**config.mk**
```make
export PLATFORM = sky130hd
export DESIGN_NAME = amo_buffer_multi
export DESIGN_NICKNAME = d
export VERILOG_FILES = /design/src/rtl/amo_buffer_pkg.sv /design/src/rtl/ariane_pkg.sv /design/src/rtl/amo_buffer_issue_fsm.sv /design/src/rtl/amo_buffer_multi.sv
export SDC_FILE = /design/constraint.sdc
export NUM_CORES = 1
export LEC_CHECK = 0
export BUFFER_PORTS_ARGS = -buffer_cell sky130_fd_sc_hd__buf_2
export CAP_MARGIN = 20
export CORE_MARGIN = 2
export CORE_UTILIZATION = 30
export CTS_CLUSTER_DIAMETER = 50
export CTS_CLUSTER_SIZE = 12
export DETAILED_ROUTE_END_ITERATION = 10
export SETUP_SLACK_MARGIN = 0.05
export SLEW_MARGIN = 20
export SYNTH_ARGS = -nofsm -noshare
export SYNTH_HDL_FRONTEND = slang
export SYNTH_SLANG_ARGS = --single-unit
```
**constraint.sdc**
```tcl
create_clock -name clk_i -period 4.8 [get_ports clk_i]
set_input_delay 0.48 -clock clk_i [delete_from_list [all_inputs] [get_ports clk_i]]
set_output_delay 0.48 -clock clk_i [all_outputs]
set_load 0.02 [all_outputs]
```
**src/rtl/amo_buffer_pkg.sv**
```systemverilog
// amo_buffer_pkg
// Shared types and default sizes for the multi-entry AMO buffer.
package amo_buffer_pkg;

    typedef enum logic [0:0] {
        StIdle = 1'b0,
        StReq  = 1'b1
    } amo_buf_state_e;

    localparam int unsigned DefaultDepth     = 4;
    localparam int unsigned DefaultAddrWidth = 64;
    localparam int unsigned DefaultDataWidth = 64;

endpackage

```
**src/rtl/ariane_pkg.sv**
```systemverilog
// ariane_pkg (subset)
// Minimal copy of the core package, carrying only the AMO operation encoding.
// The AMO buffer uses it for its op ports.
package ariane_pkg;

    typedef enum logic [3:0] {
        AMO_NONE = 4'b0000,
        AMO_LR   = 4'b0001,
        AMO_SC   = 4'b0010,
        AMO_SWAP = 4'b0011,
        AMO_ADD  = 4'b0100,
        AMO_AND  = 4'b0101,
        AMO_OR   = 4'b0110,
        AMO_XOR  = 4'b0111,
        AMO_MAX  = 4'b1000,
        AMO_MAXU = 4'b1001,
        AMO_MIN  = 4'b1010,
        AMO_MINU = 4'b1011,
        AMO_CAS1 = 4'b1100,
        AMO_CAS2 = 4'b1101
    } amo_t;

endpackage

```
**src/rtl/amo_buffer_issue_fsm.sv**
```systemverilog
// amo_buffer_issue_fsm
// Issue sequencer for the AMO buffer: waits for a committed entry and an empty
// store buffer, raises the request, and strobes a pop when the cache acks.
// Optional macro AMO_BUF_BACK2BACK_EN: stay in REQ after an ack when another
// committed entry is ready, so consecutive requests have no idle bubble.
// Ports:
//   clk_i, rst_i        clock, synchronous active-high reset
//   has_committed_i     at least one committed entry is buffered
//   more_committed_i    at least two committed entries are buffered
//   no_st_pending_i     store buffer is empty
//   amo_ack_i           cache completed the outstanding request
//   req_valid_o         registered request valid (state == REQ)
//   pop_o               head entry retires this cycle
module amo_buffer_issue_fsm
    import amo_buffer_pkg::*;
(
    input  logic clk_i,
    input  logic rst_i,
    input  logic has_committed_i,
    input  logic more_committed_i,
    input  logic no_st_pending_i,
    input  logic amo_ack_i,
    output logic req_valid_o,
    output logic pop_o
);

    amo_buf_state_e state_q;
    logic           req_valid_q;

    always_ff @(posedge clk_i) begin
        if (rst_i) begin
            state_q     <= StIdle;
            req_valid_q <= 1'b0;
        end else begin
            unique case (state_q)
                StIdle: begin
                    if (has_committed_i && no_st_pending_i) begin
                        state_q     <= StReq;
                        req_valid_q <= 1'b1;
                    end
                end
                StReq: begin
                    if (amo_ack_i) begin
`ifdef AMO_BUF_BACK2BACK_EN
                        if (more_committed_i && no_st_pending_i) begin
                            state_q     <= StReq;
                            req_valid_q <= 1'b1;
                        end else begin
                            state_q     <= StIdle;
                            req_valid_q <= 1'b0;
                        end
`else
                        state_q     <= StIdle;
                        req_valid_q <= 1'b0;
`endif
                    end
                end
                default: begin
                    state_q     <= StIdle;
                    req_valid_q <= 1'b0;
                end
            endcase
        end
    end

`ifndef AMO_BUF_BACK2BACK_EN
    logic unused_more_committed;
    assign unused_more_committed = more_committed_i;
`endif

    assign req_valid_o = req_valid_q;
    // Acks outside REQ are ignored.
    assign pop_o       = req_valid_q && amo_ack_i;

endmodule

```
**src/rtl/amo_buffer_multi.sv**
```systemverilog
// amo_buffer_multi
// In-order queue of up to DEPTH atomic memory operations with a commit
// boundary. Speculative (uncommitted) entries are dropped on flush; committed
// entries are issued one at a time to the cache once the store buffer drains,
// and each result comes back as a registered one-cycle pulse.
// Optional macro AMO_BUF_BACK2BACK_EN: back-to-back issue (see issue FSM).
// Ports:
//   clk_i, rst_i                  clock, synchronous active-high reset
//   flush_i                       drop uncommitted entries
//   valid_i/ready_o               push handshake (ready_o = not full)
//   amo_op_i, paddr_i, data_i,
//   data_size_i                   pushed AMO fields
//   commit_i                      oldest uncommitted entry commits
//   no_st_pending_i               store buffer empty
//   amo_req_*_o                   request to the cache (fields zero when idle)
//   amo_ack_i, amo_result_i       cache completion and result
//   result_valid_o, result_o      registered result pulse
//   usage_o, committed_o          occupied / committed entry counts
module amo_buffer_multi
    import amo_buffer_pkg::*;
#(
    parameter int unsigned DEPTH      = DefaultDepth,
    parameter int unsigned ADDR_WIDTH = DefaultAddrWidth,
    parameter int unsigned DATA_WIDTH = DefaultDataWidth
) (
    input  logic                         clk_i,
    input  logic                         rst_i,
    input  logic                         flush_i,
    input  logic                         valid_i,
    output logic                         ready_o,
    input  ariane_pkg::amo_t             amo_op_i,
    input  logic [ADDR_WIDTH-1:0]        paddr_i,
    input  logic [DATA_WIDTH-1:0]        data_i,
    input  logic [1:0]                   data_size_i,
    input  logic                         commit_i,
    input  logic                         no_st_pending_i,
    output logic                         amo_req_valid_o,
    output ariane_pkg::amo_t             amo_req_op_o,
    output logic [ADDR_WIDTH-1:0]        amo_req_addr_o,
    output logic [DATA_WIDTH-1:0]        amo_req_data_o,
    output logic [1:0]                   amo_req_size_o,
    input  logic                         amo_ack_i,
    input  logic [DATA_WIDTH-1:0]        amo_result_i,
    output logic                         result_valid_o,
    output logic [DATA_WIDTH-1:0]        result_o,
    output logic [$clog2(DEPTH+1)-1:0]   usage_o,
    output logic [$clog2(DEPTH+1)-1:0]   committed_o
);

    localparam int unsigned CntW = $clog2(DEPTH + 1);
    localparam int unsigned PtrW = (DEPTH > 1) ? $clog2(DEPTH) : 1;

    typedef struct packed {
        ariane_pkg::amo_t        op;
        logic [ADDR_WIDTH-1:0]   addr;
        logic [DATA_WIDTH-1:0]   data;
        logic [1:0]              size;
    } entry_t;

    // Modular pointer add; ptr < DEPTH and n <= DEPTH, so one subtract suffices.
    function automatic logic [PtrW-1:0] wrap_add(logic [PtrW-1:0] ptr, logic [CntW-1:0] n);
        int unsigned s;
        s = 32'(ptr) + 32'(n);
        if (s >= DEPTH) s = s - DEPTH;
        return PtrW'(s);
    endfunction

    entry_t            mem_q [DEPTH];
    entry_t            head_entry;
    logic [PtrW-1:0]   head_q, head_d, tail_q, tail_d;
    logic [CntW-1:0]   usage_q, usage_d, committed_q, committed_d;
    logic              push, commit_ok, pop, req_valid;
    logic              result_valid_q;
    logic [DATA_WIDTH-1:0] result_q;

    // ready depends on registered state only: no fall-through on a same-cycle pop.
    assign ready_o   = (usage_q < CntW'(DEPTH));
    // A push coinciding with a flush is speculative and is dropped.
    assign push      = valid_i && ready_o && !flush_i;
    // Only entries present at the start of the cycle can commit.
    assign commit_ok = commit_i && (committed_q < usage_q);

    always_comb begin
        head_d      = pop ? wrap_add(head_q, CntW'(1)) : head_q;
        committed_d = committed_q + CntW'(commit_ok) - CntW'(pop);
        if (flush_i) begin
            // The in-flight head is committed, so it always survives the flush.
            usage_d = committed_d;
            tail_d  = wrap_add(head_d, committed_d);
        end else begin
            usage_d = usage_q + CntW'(push) - CntW'(pop);
            tail_d  = push ? wrap_add(tail_q, CntW'(1)) : tail_q;
        end
    end

    always_ff @(posedge clk_i) begin
        if (rst_i) begin
            head_q         <= '0;
            tail_q         <= '0;
            usage_q        <= '0;
            committed_q    <= '0;
            result_valid_q <= 1'b0;
            result_q       <= '0;
        end else begin
            head_q         <= head_d;
            tail_q         <= tail_d;
            usage_q        <= usage_d;
            committed_q    <= committed_d;
            result_valid_q <= pop;
            if (pop) result_q <= amo_result_i;
        end
    end

    // Storage needs no reset: request fields are gated by req_valid.
    always_ff @(posedge clk_i) begin
        if (push) begin
            mem_q[tail_q] <= '{op: amo_op_i, addr: paddr_i, data: data_i, size: data_size_i};
        end
    end

    amo_buffer_issue_fsm u_issue_fsm (
        .clk_i            (clk_i),
        .rst_i            (rst_i),
        .has_committed_i  (committed_q != '0),
        .more_committed_i (committed_q > CntW'(1)),
        .no_st_pending_i  (no_st_pending_i),
        .amo_ack_i        (amo_ack_i),
        .req_valid_o      (req_valid),
        .pop_o            (pop)
    );

    assign head_entry      = mem_q[head_q];
    assign amo_req_valid_o = req_valid;
    assign amo_req_op_o    = req_valid ? head_entry.op : ariane_pkg::AMO_NONE;
    assign amo_req_addr_o  = req_valid ? head_entry.addr : '0;
    assign amo_req_data_o  = req_valid ? head_entry.data : '0;
    assign amo_req_size_o  = req_valid ? head_entry.size : '0;
    assign result_valid_o  = result_valid_q;
    assign result_o        = result_q;
    assign usage_o         = usage_q;
    assign committed_o     = committed_q;

endmodule

```
==> results of run 1 <==
critical path: cells and delay by family, from the launching register on:
kind	cells	cell delay, ns
flip-flops	1	0.36
multiplexers	1	0.45
AND/OR/NAND/NOR	1	0.20
buffers and inverters	2	0.45
sequential cells by signal (all words and copies together), names as in the netlist:
register / count
committed_o: 3
head_q: 2
mem_q: 536
result_o: 64
result_valid_o: 1
tail_q: 2
u_issue_fsm.req_valid_o: 1
u_issue_fsm.state_q: 1
usage_o: 3
power groups by stage:
stage	Combinational [mW]	Clock [mW]	Sequential [mW]
after floorplan	1.35	0	6.57
after global placement	2.17	0	6.52
after detailed placement	2.18	0	6.54
after CTS	2.19	5.22	6.43
after global routing	2.32	5.40	6.47
final	2.12	5.06	6.42
placed cells by master, fill, tap and decap left out, drive strengths merged, types with 5 or more instances in the layout:
master  netlist  layout
buf          35     429
ha           11      11
and2        138     138
mux4        134     134
dfxtp        77      77
a21oi        67      67
nand2       131     131
xnor2         5       5
edfxtp      536     536
inv          14      22
nor2          8       8
clkbuf       34      81
diode         0       7
clkinv        0      25
cells by family after synthesis:
family	after synthesis
multiplexers	136
buffers and inverters	83
adder cells (fa/ha/maj)	13
flip-flops	613
AO/OA/AOI/OAI	73
XOR/XNOR	8
AND/OR/NAND/NOR	286
path summary, 6_finish.rpt:
| check | start | to | cells after the start |
|---|---|---|---|
| worst min register to register | result_o[16] | result_o[16] | 2 |
| worst max register to register | usage_o[1] | tail_q[1] | 11 |
| worst min-delay path | paddr_i[30] | mem_q[1][96] | 1 |
| worst max-delay path | head_q[1] | amo_req_data_o[51] | 4 |
cell usage after synthesis:
library cell | instances | area share (%)
xnor3_1 | 2 | 0.19
o311ai_0 | 1 | 0.038
o21ai_0 | 1 | 0.022
ha_1 | 11 | 0.59
dfxtp_1 | 77 | 6.7
fa_1 | 2 | 0.17
buf_6 | 6 | 0.29
edfxtp_1 | 536 | 70
mux2i_1 | 2 | 0.086
nand3_1 | 1 | 0.022
buf_1 | 10 | 0.16
nor2b_1 | 4 | 0.11
a21oi_1 | 67 | 1.4
clkbuf_1 | 34 | 0.55
mux4_2 | 134 | 13
nand2_1 | 131 | 2.1
inv_1 | 14 | 0.23
nor2_1 | 8 | 0.13
nand2b_1 | 3 | 0.081
and3b_1 | 1 | 0.038
xor2_1 | 1 | 0.038
a211oi_1 | 4 | 0.13
buf_2 | 19 | 0.41
and2_1 | 138 | 3.7
xnor2_1 | 5 | 0.19
area by class of cell:
type | instances | area share [%]
diodes | 7 | 0.0612
multi-input cells | 516 | 18.0
clock buffers | 81 | 6.48
well taps | 1030 | 4.50
clock inverters | 35 | 1.17
flip-flops and latches | 613 | 61.6
inverters | 14 | 0.183
repair buffers | 429 | 8.01
layer usage:
layer / share of wire (%) / vias up / global-route usage (%)
met3: 7.4 / 109 / 4.57
li1: - / 5534 / -
met2: 50 / 384 / 22.8
met4: 2.6 / 18 / 4.43
met1: 39 / 6228 / 15.3
met5: 0.24 / - / 0
==> flow_metrics.py, run 1 <==
metrics = {
    "setup_path": {
        "cp_max_fo": 135,
        "reg2reg_slack_ns": 2.08,
        "crit_slowest_cell": "mux4_2",
        "critPathArrivalTime_ns": 2.77,
        "path_cells": "buf_12 > mux4_2 > and2_1 > buf_2",
        "worst_setup_path_end_kind": "primary output",
        "path_class": "reg -> out",
        "worst_ep_required_time_ns": 4.32,
        "startpoint_type": "flop",
        "cp_slowest_stage_delay_ns": 0.45,
    },
    "grt": {
        "antenna_found_initial": 17,
        "track_usage_pct": 13.2,
        "grt_pass1_wl_um": 78700,
        "grt_overflow": 0,
        "grt_pass1_vias": 13300,
        "grt_max_degree": 136,
    },
    "min_path": {
        "hp-class": "in -> reg",
    },
    "detailed_routing": {
        "wl_um": 52900,
        "drc": 0,
        "dr.pass1.iters": 5,
        "via_count": 12300,
        "drtIter0Drc": 622,
        "ant_nets": 0,
        "viasPerCell": 4.50,
        "wl_per_cell_um": 19.4,
    },
    "clock_network": {
        "clock_path_buffers": 3,
        "ctsHoldBuffers": 0,
        "cts_max_level": 3,
        "cts-root-buf": "clkbuf_16",
        "post_cts_resized": 0,
        "postCtsSetupBuffers": 0,
        "numCtsBuffers": 72,
        "cts_tree": "built",
        "cts.sinks": 613,
        "clkLatencyLatePin_ns": 0.60,
        "clk_pin_slew_worst_paths_ns": 0.06,
    },
    "yosys": {
        "synth_xor_area_share_pct": 0.422,
        "synth_top_family_by_area": "multiplexers",
        "syn-num-nets": 1430,
        "yosys_warnings": 0,
        "synth_fa_ha_area_share_pct": 0.767,
        "synthSimpleGateAreaFrac_pct": 6.23,
        "synth-seq-area-share_pct": 76.2,
        "synth_area_um2": 23200,
        "avgSynthCellArea_um2": 19.1,
        "muxShareOfSynthArea_pct": 13.1,
        "synthDistinctLibCells": 25,
        "syn_inst": 1212,
        "synth_compound_area_share_pct": 1.64,
        "synth_seq_cells": 613,
    },
    "layout": {
        "fillCellCount": 7113,
        "multiInputGateArea_um2": 5150,
        "final_util_pct": 37.6,
        "layout-drive-gt1-share_pct": 39.9,
        "fin_nets": 1864,
        "area_delta_synth_final_pct": 23.7,
        "regArea_um2": 17600,
        "stdcell_count": 2725,
        "postLayoutCellArea_um2": 28600,
    },
    "power_and_ir_drop": {
        "power_frac_seq_pct": 47.2,
        "p_sw_mw": 3.59,
        "clkPwrFrac_pct": 37.2,
        "leakage_nw": 10.1,
        "p_sw_share_pct": 26.4,
        "power_density_nw_per_um2": 475,
        "comb_power_share_pct": 15.6,
        "vdd_drop_max_mv": 0.236,
        "p_total_mw": 13.6,
        "p_int_mw": 10.0,
    },
    "sta": {
        "relSlewSlack_pct": -6.59,
        "period_share_pct": 67.7,
        "fin_ws_ns": 1.55,
        "hold_viol": 0,
        "finClkSkew_ns": 0.0188,
        "whs_ns": 0.0912,
        "rsz0062_at_grt": "false",
        "finalSetupViolations": 0,
        "slew_violations": 51,
        "tightest_slew_ns": 1.60,
        "fmax_mhz": 308,
        "period_needed_ns": 3.25,
        "setup-tns-final_ns": 0,
    },
    "die": {
        "rows": 101,
        "die_area_um2": 79400,
        "initial_core_util_pct": 30.4,
        "dieWidth_um": 282,
        "die_y_um": 282,
        "ios": 412,
        "core_area_um2": 76200,
    },
    "place": {
        "io_buffers": 411,
        "hpwlAfterDp_um": 32100,
        "dpl_worst_slack_ns": 2.04,
        "placedCellCount": 2602,
        "gp_congestion": 0.834,
        "dpl_cell_area_um2": 26400,
    },
    "status": {
        "outcome": "complete, but fails checks",
        "violations": "slew limit",
    },
    "job": {
        "maxCapViolCount": 0,
    },
}
Power figures use the tool's default switching activity.
==> run 2, diff against run 1 <==
Settings changed: ABC_AREA set to 1.
Clock period 4.8 ns to 3.15 ns, I/O delays scaled along.
==> run 2 against run 1 <==
- the run now ends clean
- final cell count rose by 35%
- first-iteration DRC count rose by 35%
- global-route usage rose by 1.2 points
- combinational power rose by 100%
- clock-buffer cell count rose by 6
- worst setup slack got worse by 1.2 ns
- sequential power rose by 53%
- sequential cell count did not move
- non-clock buffer count rose by 220
- register-to-register slack got worse by 1.5 ns
- via count rose by 36%
- critical path type unchanged
==> flow_metrics.py, run 2 <==
metrics = {
    "status": {
        "outcome": "completed",
    },
    "sta": {
        "hold_viol": 0,
        "finClkSkew_ns": 0.0190,
        "relSlewSlack_pct": 46.8,
        "slew_violations": 0,
        "setup-tns-final_ns": 0,
        "finalSetupViolations": 0,
        "rsz0062_at_grt": "false",
        "period_needed_ns": 2.81,
        "tightest_slew_ns": 0.798,
        "period_share_pct": 89.1,
        "fmax_mhz": 356,
        "fin_ws_ns": 0.344,
    },
    "yosys": {
        "synth_edf_count": 536,
        "avgSynthCellArea_um2": 12.0,
        "ys_top_cells_by_area": "edfxtp_1, nor2_1, dfxtp_1, o21ai_1, o21ai_0",
        "synth-async-reset-ratio_pct": 0,
        "synth_seq_cells": 613,
        "yosys_warnings": 0,
        "yosysTopAreaCell": "edfxtp_1",
        "synthDistinctLibCells": 24,
        "synth_common_cells": "nor2_1, edfxtp_1, o21ai_1, o21ai_0, a21oi_1",
        "yosysMostFrequentCell": "nor2_1",
        "syn-num-nets": 2188,
        "yosysTopAreaCellShare_pct": 68.0,
        "synth_top_flop_cell": "edfxtp_1",
        "synth_area_um2": 23700,
        "synth-seq-area-share_pct": 74.5,
        "syn_inst": 1970,
    },
    "power_and_ir_drop": {
        "vdd_drop_max_mv": 0.660,
        "p_int_mw": 16.0,
        "comb_power_share_pct": 18.7,
        "p_total_mw": 22.6,
        "p_sw_share_pct": 29.2,
        "leakage_nw": 11.9,
        "clkPwrFrac_pct": 37.7,
        "p_sw_mw": 6.60,
        "power_density_nw_per_um2": 717,
        "power_frac_seq_pct": 43.5,
    },
    "layout": {
        "layout-drive-gt1-share_pct": 22.0,
        "fin_nets": 2791,
        "regArea_um2": 17600,
        "final_cell_mix": "nor2_1, edfxtp_1, buf_2",
        "area_delta_synth_final_pct": 33.0,
        "fillCellCount": 7387,
        "top_register": "mem_q",
        "layout_commonest_cell": "nor2_1",
        "largest_reg_flops": 536,
        "multiInputGateArea_um2": 5310,
    },
    "detailed_routing": {
        "via_count": 16700,
        "wl_per_cell_um": 16.4,
        "drc": 0,
        "drtIter0Drc": 837,
        "viasPerCell": 4.53,
        "ant_nets": 0,
        "dr.pass1.iters": 5,
        "wl_um": 60300,
    },
    "clock_network": {
        "clk_pin_slew_worst_paths_ns": 0.06,
        "cts_max_level": 3,
        "clkLatencyLatePin_ns": 0.62,
        "cts.sinks": 613,
        "cts-root-buf": "clkbuf_16",
        "cts_tree": "built",
        "post_cts_resized": 0,
        "numCtsBuffers": 77,
        "clock_path_buffers": 3,
    },
    "die": {
        "dieWidth_um": 285,
        "rows": 103,
        "die_area_um2": 81200,
        "core_area_um2": 78600,
        "die_y_um": 285,
        "ios": 412,
        "initial_core_util_pct": 30.1,
    },
    "grt": {
        "grt_pass1_wl_um": 91900,
        "track_usage_pct": 14.4,
        "met3_usage_pct": 3.37,
        "grt_pass1_vias": 16500,
        "grt_max_degree": 140,
        "met2_usage_pct": 24.5,
        "grt_use_met1_pct": 17.8,
        "grt_overflow": 0,
        "antenna_found_initial": 5,
        "grt.busiest_layer": "met2",
    },
    "place": {
        "dpl_worst_slack_ns": 0.606,
        "hpwlAfterDp_um": 34200,
        "gp_congestion": 0.757,
        "io_buffers": 411,
    },
    "setup_path": {
        "critPathArrivalTime_ns": 2.49,
        "cp_slowest_stage_delay_ns": 0.51,
        "cp_common_cell": "nor2_1",
        "startpoint_type": "flop",
        "reg2reg_slack_ns": 0.57,
        "crit_slowest_cell": "dfxtp_4",
        "worst_ep_required_time_ns": 2.83,
        "cp_max_fo": 139,
        "path_cells": "buf_12 > nor2_1 > nor2_1 > o21ai_1 > a21oi_1 > buf_2",
        "worst_setup_path_end_kind": "primary output",
        "path_class": "reg -> out",
    },
    "min_path": {
        "hp-class": "in -> reg",
    },
    "job": {
        "maxCapViolCount": 0,
    },
}
run 2: cell count changes after synthesis, sizes merged, moves of 17 or more:
cell / previous run / this run
nor2: 8 / 676
o21ai: 1 / 336
and2: 138 / 0
mux4: 134 / 0
nand2: 131 / 23
a21oi: 67 / 142
buf: 35 / 69
clkbuf: 34 / 56
inv: 14 / 31
run 2: worst max-delay path: cells and delay by family, from the launching register on:
family	cells	cell delay [ns]
AO/OA/AOI/OAI	2	0.29
buffers and inverters	2	0.64
flip-flops	1	0.51
AND/OR/NAND/NOR	2	0.21
run 2: kinds of logic (layout without fill, tap and decap cells):
group | after synthesis | after routing | share of synthesized area [%]
AOI/OAI and AO/OA | 480 | 480 | 10.2
xor gates and xnor gates | 2 | 2 | 0.0740
adders and majority gates | 13 | 13 | 0.750
buffers and inverters | 156 | 815 | 3.30
DFF | 613 | 613 | 74.5
other | 0 | 2 | 0
and+or+nand+nor | 706 | 706 | 11.2
run 2: power groups by stage:
stage | clock network (mW) | logic (mW) | registers (mW)
final | 8.53 | 4.23 | 9.83
after global routing | 9.05 | 4.69 | 9.89
after CTS | 8.75 | 4.30 | 9.83
after detailed placement | 0 | 4.08 | 10.0
after global placement | 0 | 4.05 | 9.98
after floorplan | 0 | 2.37 | 10.2
run 2: repair_timing:
item	4_1_cts	5_1_grt
endpoints found under the hold margin	603	0
buffers inserted	0	0
setup endpoints to repair	0	0
hold buffers	200	0
run 2: worst paths after layout:
| path | depth (start not counted) | to | start |
|---|---|---|---|
| max | 6 | amo_req_data_o[32] | head_q[0] |
| min | 2 | result_valid_o | rst_i |
| max reg2reg | 15 | tail_q[1] | usage_o[2] |
| min reg2reg | 2 | result_o[21] | result_o[21] |
run 2: per-layer routing:
metal	wire length, um	up-vias	share of wire [%]
met5	45	-	0.075
met4	1800	8	3.0
met3	3380	120	5.6
met2	29600	446	49
met1	25500	7993	42
li1	-	8103	-
run 2: per-stage QoR:
| stage | cells | utilization [%] | hold WS [ns] | cell area [um2] |
|---|---|---|---|---|
| floorplan | 1970 | - | 0.414 | 23700 |
| global placement | 3344 | 34.3 | 0.454 | 27000 |
| detailed placement | 3344 | 34.3 | 0.463 | 27000 |
| CTS | 3679 | 40.1 | 0.00405 | 31500 |
| global route | 3679 | 40.1 | 0.0294 | 31500 |
| finish | 3681 | 40.1 | 0.0538 | 31500 |
run 2: cell type report:
type	instances	share of cell area, %
diodes	2	0.0159
clock buffers	87	6.27
clock inverters	48	1.75
inverters	31	0.433
multi-input cells	1201	16.8
flip-flops and latches	613	56.0
well taps	1050	4.17
repair buffers	649	14.5
==> run 3, diff against run 2 <==
Settings changed: RECOVER_POWER set to 100.
==> run 3 against run 2 <==
- the run now ends with capacitance limit, slew limit left
- via count barely moved
- design area fell by 1.7%
- die area did not move
- power fell by 0.76%
- critical path type unchanged
- critical endpoint is now amo_req_addr_o[29]
- largest power group unchanged
==> flow_metrics.py, run 3 (synthesis results as in run 2) <==
metrics = {
    "clock_network": {
        "clk_pin_slew_worst_paths_ns": 0.06,
        "cts_max_level": 3,
        "ctsHoldBuffers": 200,
        "clkLatencyLatePin_ns": 0.62,
        "cts-root-buf": "clkbuf_16",
        "postCtsSetupBuffers": 0,
        "clock_path_buffers": 3,
        "cts.sinks": 613,
        "post_cts_resized": 0,
        "numCtsBuffers": 77,
        "cts_tree": "built",
    },
    "setup_path": {
        "cp_max_fo": 41,
        "reg2reg_slack_ns": 0.31,
        "path_class": "reg -> out",
        "critPathArrivalTime_ns": 2.59,
        "crit_slowest_cell": "inv_2",
        "startpoint_type": "flop",
        "worst_ep_required_time_ns": 2.83,
        "worst_setup_path_end_kind": "primary output",
        "cp_slowest_stage_delay_ns": 0.78,
        "path_cells": "inv_2 > clkbuf_4 > a21oi_1 > clkbuf_2",
    },
    "power_and_ir_drop": {
        "power_density_nw_per_um2": 724,
        "leakage_nw": 10.7,
        "comb_power_share_pct": 18.0,
        "p_int_mw": 15.8,
        "p_sw_share_pct": 29.4,
        "vdd_drop_max_mv": 0.658,
        "p_total_mw": 22.4,
        "clkPwrFrac_pct": 38.0,
        "p_sw_mw": 6.60,
        "power_frac_seq_pct": 44.0,
    },
    "min_path": {
        "hp-class": "in -> reg",
    },
    "detailed_routing": {
        "dr.pass1.iters": 5,
        "drtIter0Drc": 858,
        "ant_nets": 0,
        "via_count": 16700,
        "viasPerCell": 4.53,
        "drc": 0,
        "wl_um": 60200,
        "wl_per_cell_um": 16.4,
    },
    "place": {
        "io_buffers": 411,
        "gp_congestion": 0.757,
        "placedCellCount": 3344,
        "dpl_cell_area_um2": 27000,
        "hpwlAfterDp_um": 34200,
    },
    "layout": {
        "layout_commonest_cell": "nor2_1",
        "top_register": "mem_q",
        "fin_nets": 2791,
        "stdcell_count": 3681,
        "largest_reg_flops": 536,
        "postLayoutCellArea_um2": 31000,
        "area_delta_synth_final_pct": 30.8,
        "final_cell_mix": "nor2_1, edfxtp_1, clkbuf_1",
        "layout-drive-gt1-share_pct": 10.2,
    },
    "sta": {
        "fmax_mhz": 344,
        "finalSetupViolations": 0,
        "hold_viol": 0,
        "period_needed_ns": 2.91,
        "rsz0062_at_grt": "false",
        "relSlewSlack_pct": -50.5,
        "period_share_pct": 92.3,
        "whs_ns": 0.0462,
        "finClkSkew_ns": 0.0208,
        "tightest_slew_ns": 2.26,
        "slew_violations": 259,
        "setup-tns-final_ns": 0,
    },
    "grt": {
        "grt_pass1_wl_um": 91900,
        "grt_max_degree": 140,
        "grt_pass1_vias": 16500,
        "track_usage_pct": 14.4,
        "antenna_found_initial": 4,
        "grt_overflow": 0,
    },
    "die": {
        "ios": 412,
        "dieWidth_um": 285,
        "die_area_um2": 81200,
        "core_area_um2": 78600,
        "die_y_um": 285,
        "rows": 103,
        "initial_core_util_pct": 30.1,
    },
    "status": {
        "outcome": "complete, but fails checks",
        "violations": "capacitance limit, slew limit",
    },
    "job": {
        "maxCapViolCount": 4,
    },
}
==> run 3: cell count changes in the layout (fill, tap and decap cells not counted), moves of 9 or more <==
cell / delta
buf_2: -323
clkbuf_1: +308
clkbuf_2: +28
o21ai_0: +15
o21ai_1: -15
buf_4: -9
==> run 3: worst paths after layout <==
path	startpoint	to	cells past startpoint
worst max-delay path	u_issue_fsm.req_valid_o	amo_req_addr_o[29]	4
worst min-delay path	amo_ack_i	u_issue_fsm.state_q	4
worst max register to register	tail_q[0]	mem_q[3][84]	4
worst min register to register	u_issue_fsm.state_q	u_issue_fsm.state_q	2
==> run 3: cell type report <==
type | count | area (um2)
Fill cell | 7585 | 47600
Sequential cell | 613 | 17600
Multi-Input combinational cell | 1201 | 5290
Timing Repair Buffer | 649 | 4060
Clock buffer | 87 | 1970
Tap cell | 1050 | 1310
Clock inverter | 48 | 552
Inverter | 31 | 134
Antenna cell | 2 | 5.00
==> run 3: metrics by stage <==
stage	util, %	worst slack [ns]
3_5_place_dp	34.3	0.606
4_1_cts	40.1	0.329
6_report	39.4	0.243
2_1_floorplan	-	0.0594
3_3_place_gp	34.3	0.652
5_1_grt	39.4	0.0839
==> run 3: power groups by stage <==
stage / clock network [mW] / registers (mW) / logic (mW)
floorplan: 0 / 10.2 / 2.37
global placement: 0 / 9.98 / 4.05
detailed placement: 0 / 10.0 / 4.08
CTS: 8.75 / 9.83 / 4.30
global route: 9.05 / 9.92 / 4.49
finish: 8.53 / 9.85 / 4.04
==> run 3: critical path: cells and delay by family (launching register included) <==
kind | cells | cell delay (ns)
flops | 1 | 0.37
buf+inv | 3 | 1.48
compound gates | 1 | 0.09
==> run 3: metal layers <==
layer  global-route usage (%)  vias up  routed length [um]
met1                     17.8     8015               25400
met5                        0        -                  31
li1                         -     8101                   -
met4                     5.12        6                1760
met2                     24.5      436               29600
met3                     3.37      118                3470
